===== src/rtl/piso_serializer_pkg.sv =====
// Shared definitions for the parallel-in/serial-out serializer.
// Contents:
//   ST_IDLE / ST_SHIFT  - state encoding constants
//   state_t             - FSM state type built on those constants
package piso_serializer_pkg;

    localparam logic ST_IDLE  = 1'b0;
    localparam logic ST_SHIFT = 1'b1;

    typedef enum logic {
        S_IDLE  = ST_IDLE,
        S_SHIFT = ST_SHIFT
    } state_t;

endpackage


===== src/rtl/dff_sync_set_reset.sv =====
// Storage cell: W-bit D flip-flop with synchronous reset and set.
// Reset has priority over set.
// Ports:
//   clk   in  1  clock, posedge
//   reset in  1  synchronous active-high clear to 0
//   set   in  1  synchronous active-high preset to all ones
//   d     in  W  next value
//   q     out W  registered value
module dff_sync_set_reset #(
    parameter int W = 1
) (
    input  logic         clk,
    input  logic         reset,
    input  logic         set,
    input  logic [W-1:0] d,
    output logic [W-1:0] q
);

    always_ff @(posedge clk) begin
        if (reset)
            q <= '0;
        else if (set)
            q <= '1;
        else
            q <= d;
    end

endmodule


===== src/rtl/piso_serializer_bit_counter.sv =====
// Bit counter for bit-serial blocks: synchronous-reset incrementer with
// clear and enable, plus a terminal-count compare output.
// Clear has priority over enable.
// Ports:
//   clk      in  1  clock, posedge
//   reset    in  1  synchronous active-high clear
//   clear    in  1  load 0 on the next edge
//   enable   in  1  increment on the next edge
//   count    out W  current count
//   terminal out 1  count equals TERMINAL
module bit_counter #(
    parameter int           W        = 3,
    parameter logic [W-1:0] TERMINAL = '1
) (
    input  logic         clk,
    input  logic         reset,
    input  logic         clear,
    input  logic         enable,
    output logic [W-1:0] count,
    output logic         terminal
);

    logic [W-1:0] count_next;

    always_comb begin
        count_next = count;
        if (clear)
            count_next = '0;
        else if (enable)
            count_next = count + W'(1);
    end

    dff_sync_set_reset #(.W(W)) u_count_reg (
        .clk   (clk),
        .reset (reset),
        .set   (1'b0),
        .d     (count_next),
        .q     (count)
    );

    assign terminal = (count == TERMINAL);

endmodule


===== src/rtl/piso_serializer.sv =====
// Parallel-in/serial-out serializer. A word accepted on the load handshake
// is emitted one bit per clock, starting the cycle after the accept edge.
// A new word may be accepted while the last bit is shown, giving gap-free
// back-to-back frames. All outputs decode registered state only.
// Ports:
//   clk         in  1      clock, posedge
//   reset       in  1      synchronous active-high reset
//   load_valid  in  1      producer offers data_in
//   load_ready  out 1      a word can be accepted this cycle
//   data_in     in  WIDTH  parallel word, sampled only on accept
//   ser_out     out 1      serial bit, 0 when ser_valid=0
//   ser_valid   out 1      ser_out carries a bit
//   frame_start out 1      first bit of a word
//   done        out 1      last bit of a word
module piso_serializer
    import piso_serializer_pkg::*;
#(
    parameter int WIDTH     = 8,
    parameter bit MSB_FIRST = 1'b1
) (
    input  logic             clk,
    input  logic             reset,
    input  logic             load_valid,
    output logic             load_ready,
    input  logic [WIDTH-1:0] data_in,
    output logic             ser_out,
    output logic             ser_valid,
    output logic             frame_start,
    output logic             done
);

    localparam int             CW      = $clog2(WIDTH);
    localparam logic [CW-1:0]  LAST    = CW'(WIDTH - 1);
    localparam int             OUT_IDX = MSB_FIRST ? WIDTH - 1 : 0;

    state_t           state;
    state_t           state_next;
    logic             state_q;
    logic             state_d;
    logic [WIDTH-1:0] shreg;
    logic [WIDTH-1:0] shreg_next;
    logic [CW-1:0]    count;
    logic             last;
    logic             accept;

    assign state   = state_t'(state_q);
    assign state_d = state_next;

    always_comb begin
        state_next = state;
        ser_valid  = 1'b0;
        load_ready = 1'b1;
        done       = 1'b0;
        case (state)
            S_IDLE: begin
                if (load_valid)
                    state_next = S_SHIFT;
            end
            S_SHIFT: begin
                ser_valid  = 1'b1;
                done       = last;
                load_ready = last;
                // On the last bit a waiting word keeps us in SHIFT (no gap).
                if (last && !load_valid)
                    state_next = S_IDLE;
            end
        endcase
    end

    assign accept      = load_valid & load_ready;
    assign frame_start = ser_valid & (count == '0);
    assign ser_out     = ser_valid & shreg[OUT_IDX];

    // Shift toward the output end; the vacated bit fills with 0.
    always_comb begin
        shreg_next = shreg;
        if (accept)
            shreg_next = data_in;
        else if (ser_valid)
            shreg_next = MSB_FIRST ? {shreg[WIDTH-2:0], 1'b0}
                                   : {1'b0, shreg[WIDTH-1:1]};
    end

    dff_sync_set_reset #(.W(1)) u_state_reg (
        .clk   (clk),
        .reset (reset),
        .set   (1'b0),
        .d     (state_d),
        .q     (state_q)
    );

    dff_sync_set_reset #(.W(WIDTH)) u_shift_reg (
        .clk   (clk),
        .reset (reset),
        .set   (1'b0),
        .d     (shreg_next),
        .q     (shreg)
    );

    // Count holds at WIDTH-1 after the last bit; only an accept restarts it.
    bit_counter #(.W(CW), .TERMINAL(LAST)) u_bit_counter (
        .clk      (clk),
        .reset    (reset),
        .clear    (accept),
        .enable   (ser_valid & ~last),
        .count    (count),
        .terminal (last)
    );

endmodule


===== config.mk =====
export PLATFORM = sky130hd
export DESIGN_NAME = piso_serializer
export DESIGN_NICKNAME = d
export VERILOG_FILES = /design/src/rtl/piso_serializer_pkg.sv /design/src/rtl/dff_sync_set_reset.sv /design/src/rtl/piso_serializer_bit_counter.sv /design/src/rtl/piso_serializer.sv
export SDC_FILE = /design/constraint.sdc
export NUM_CORES = 1
export LEC_CHECK = 0
export ABC_AREA = 1
export CAP_MARGIN = 20
export CORE_MARGIN = 5
export CORE_UTILIZATION = 50
export CTS_BUF_LIST = sky130_fd_sc_hd__clkbuf_16
export DETAILED_ROUTE_END_ITERATION = 10
export DONT_BUFFER_PORTS = 1
export GPL_TIMING_DRIVEN = 0
export PLACE_DENSITY = 0.66
export SKIP_LAST_GASP = 1
export SYNTH_ARGS = -nofsm -noshare
export SYNTH_HDL_FRONTEND = slang
export SYNTH_SLANG_ARGS = --single-unit

===== constraint.sdc =====
create_clock -name clk -period 1.85 [get_ports clk]
set_input_delay 0.2775 -clock clk [delete_from_list [all_inputs] [get_ports clk]]
set_output_delay 0.2775 -clock clk [all_outputs]
set_load 0.005 [all_outputs]

# == Word-level counts from Yosys, hierarchy flattened ==
# Index checks and enable logic that the tools add are counted.
# totals
regBits,12
out_inout_bits,5
wordCells,24
# op_classes
add_sub_neg,1
eq_ne,1
n_mux,8
n_bitwise,6
n_reduce_logical,5
# ops
operator,n
$mux 8,2
$mux 1,5
$and 1x1->1,4
$add 3x1->3 const B,1
$eq 3x3->1 const B,1
$logic_not 3->1,1
$not 1->1,2
$pmux 1 s2,1
$reduce_bool 2->1,1
$reduce_or 2->1,1
$logic_and 1x1->1,1
$logic_not 1->1,1

# == Depth between registers and ports, before layout ==
# depth
ltp_word,4
mapped_depth,9
ltp_nobuf,8

# == By module ==
# A second synthesis with hierarchy kept.
# unflattened
cells_unflattened,119
area_unflattened_um2,710.7
# modules_own_cells
mod,instances,cells_per_inst,area_each_um2,seq_area_each_um2
piso_serializer,1,63,282.8,0.0
dff_sync_set_reset at u_shift_reg,1,26,232.7,160.2
bit_counter,1,18,85.1,0.0
dff_sync_set_reset at u_bit_counter.u_count_reg,1,9,82.6,60.1
dff_sync_set_reset at u_state_reg,1,3,27.5,20.0

# == Worst setup path before layout ==
# No wires, ideal clock.
# synth_path
path_type,register to register
startpoint,register u_bit_counter.u_count_reg.q[0]
endpoint,register u_shift_reg.q[6]
setup_ns,0.117
arrival_ns,1.189
t_required_ns,1.733
path_slack_ns,0.544
path_stages_with_launch,10
synth_period_minus_slack_ns,1.306
path_cell_list,dfxtp_1 ha_1 ha_1 inv_1 nand2_2 buf_6 nand3_1 nand2_1 nor2_1 nor2_1
# synth_between
elab_chain_len,4
# synth_rtl
element,line,source
start: declaration,dff_sync_set_reset.sv:16,output logic [W-1:0] q
start signal: assignment,dff_sync_set_reset.sv:21,q <= '0;
start signal: assignment,dff_sync_set_reset.sv:23,q <= '1;
start signal: assignment,dff_sync_set_reset.sv:25,q <= d;
$eq 3x3->1 (*),piso_serializer_bit_counter.sv:41,assign terminal = (count == TERMINAL);
$mux 1 (*),piso_serializer.sv:54,case (state)
$and 1x1->1 (*),piso_serializer.sv:70,assign accept = load_valid & load_ready;
$mux 8 or $reduce_bool 2->1 (tied branches),--,
end signal: assignment,dff_sync_set_reset.sv:21,
end signal: assignment,dff_sync_set_reset.sv:23,
end signal: assignment,dff_sync_set_reset.sv:25,
end: declaration,dff_sync_set_reset.sv:16,
# Every way passes the cells marked *; elsewhere a longest branch is shown, timed or not.
# A chain may end at the register's enable or synchronous reset.

# == Worst setup path in the final report ==
# layout_path
startpoint,register u_bit_counter.u_count_reg.q[0]
endpoint,output load_ready
# layout_between
elab_chain_len,2
# layout_rtl
element,line,source
$eq 3x3->1,piso_serializer_bit_counter.sv:41,
$mux 1,piso_serializer.sv:54,
end: declaration,piso_serializer.sv:24,"output logic load_ready,"
# No other way between the ends.

==> results.toml <==
[global_routing]
grt_usage = 0.1538
grtUsageMet1 = 0.1581
overflow = 0
grt_pass1_wl_um = 2311
grt_pass1_vias = 547
grt_use_met2 = 0.2747
use_met3 = 0.04297
grt-busiest-layer = "met2"
grt_max_degree = 11
antenna_found_initial = 0

[setup_path]
crit_type = "reg2out"
endpoint_kind = "output port"
reg2regPathDepth = 9
start_kind = "flip-flop"
crit_required_ns = 1.57
crit_end = "load_ready"
worstReg2RegEnd = "u_shift_reg.q[1]"
cp_max_fo = 10
startpoint = "u_bit_counter.u_count_reg.q[0]"
crit_arrival_ns = 1.30
r2r_setup_slack_ns = 0.40
r2r-start = "u_bit_counter.u_count_reg.q[0]"

[timing]
fin_skew_ns = 0.001294
max_freq_mhz = 631.9
finalHoldViolCount = 0
post-route-period-util = 0.8554
finalSetupViolCount = 0
tightest_slew_ns = 0.3199
rsz0062_at_grt = "false"
report.final.slew_viol_count = 0
fin_setup_tns_ns = 0
holdWs_ns = 0.1052
fin_crit_ns = 1.582
max_slew_margin = 0.7865

[drt]
vias_per_cell = 5.052
firstDrtPassIters = 4
via_count = 586
drc = 0
ant_nets = 0
drtIter0Drc = 10
routed_wl_um = 1365
routedWlPerCell_um = 11.77

[power]
ir_drop_mv = 0.4281
power_density_mw_per_mm2 = 1022
power_mw = 0.7735
p_leak_nw = 0.3654

[final_layout]
final-instance-count-excl-fill = 116
finalNetCount = 116
utilization = 0.5966
synthToLayoutAreaGrowth_pct = 14.80
diodes = 0
drive_above_1_share = 0.09901

[clock_network]
clock_path_buffers = 2
cts_resized = 0
clk_pin_slew_ns = 0.04
clock_latency_ns = 0.24
cts_tree = "built"
cts_sinks = 12
cts_buffers = 3
h-tree-depth = 1
ctsRootBufferMaster = "clkbuf_16"
post_cts_buffers = 0
cts_hold_buf = 0

[placement]
port_buffers = 0
hpwl_um = 945.4
gp_congestion = 0.7311
dpl.cell_count = 112

[synthesis]
yosys.area.top_type = "dfxtp_1"
synth_nets = 111
syn_inst = 97
synth_edf_count = 0
yosys_warnings = 0
ys.flop_type = "dfxtp_1"
synth_commonest_cells = "17 x nor2_1, 15 x nand2_1, 14 x inv_1"
yosysSeqAreaShare = 0.3643
async_flop_share = 0
synthTopCellsByArea = "dfxtp_1 36%, nor2_1 9.7%, nand2_1 8.5%"
synth_top_area_share = 0.3643
netlist_area_um2 = 659.4
avgSynthCellArea_um2 = 6.798
yosysMostFrequentCell = "nor2_1"
synth_cell_types = 14
synth-seq-cells = 12

[floorplan]
core_area_mm2 = 0.001269
rows = 13
start_util = 0.5197
io_pins = 16
die_w_um = 46.32
fp.dieH_um = 46.32
dieArea_mm2 = 0.002145

[job]
drv_cap = 0

[hold_path]
hold_class = "in2reg"

[outcome]
status = "completed"
-- critical path: stages (launching register included) --
cell and delay, ns:
dfxtp_1 0.32, ha_1 0.21, ha_1 0.19, inv_1 0.10, nand2_2 0.09, buf_6 0.16
-- worst min path at each step --
stage / startpoint / endpoint / slack, ns / cells past startpoint
after global routing: reset / u_shift_reg.q[0] / 0.1 / 1
final: reset / u_state_reg.q / 0.11 / 1
after global placement: reset / u_state_reg.q / 0.35 / 1
after floorplan: reset / u_shift_reg.q[0] / 0.35 / 1
after detailed placement: reset / u_state_reg.q / 0.35 / 1
after CTS: reset / u_state_reg.q / 0.10 / 1
-- cell usage in the layout, fill, tap and decap left out, drive strengths merged --
| cell | count |
|---|---|
| nor2 | 17 |
| nand2 | 16 |
| inv | 15 |
| dfxtp | 12 |
| a21oi | 11 |
| nand3 | 10 |
| o21ai | 7 |
| buf | 5 |
| ha | 3 |
| clkbuf | 3 |
| xor2 | 1 |
| clkinv | 1 |
-- flip-flops by register name (all words and copies together), names as in the netlist --
signal / flops
u_state_reg.q: 1
u_bit_counter.u_count_reg.q: 3
u_shift_reg.q: 8
-- routing by layer --
| metal | vias to the layer above | share of wire |
|---|---|---|
| met1 | 257 | 0.42 |
| met4 | 0 | 0.0088 |
| met2 | 17 | 0.50 |
| met5 | - | 0 |
| met3 | 2 | 0.064 |
| li1 | 310 | - |
-- cells by family after synthesis --
kind of cell / Yosys count / synth area share
buf+inv: 20 / 0.1613
xor+xnor: 1 / 0.01329
simple gates: 43 / 0.2676
fa+ha+maj: 3 / 0.05693
compound gates: 18 / 0.1366
flops: 12 / 0.3643
-- layout make-up --
cell class	count	area (µm²)
buffer	5	50.05
clock buffer	3	75.07
clock inverter	1	3.754
fill	128	511.7
inverter	15	56.30
multi-input combinational	65	312.8
sequential	12	240.2
tap	15	18.77
-- stage by stage --
| step | worst slack [ns] | area, µm² |
|---|---|---|
| finish | 0.2676 | 757.0 |
| global route | 0.1882 | 757.0 |
| CTS | 0.2539 | 757.0 |
| detailed placement | 0.4210 | 678.2 |
| global placement | 0.4381 | 678.2 |
| floorplan | 0.5441 | 659.4 |
-- where the power goes --
part           switching (mW)  internal (mW)  total [mW]
registers              0.0126          0.278       0.290
clock network           0.107          0.284       0.391
logic                  0.0544         0.0378      0.0922
Note: power is estimated with default switching activity, not from simulation.
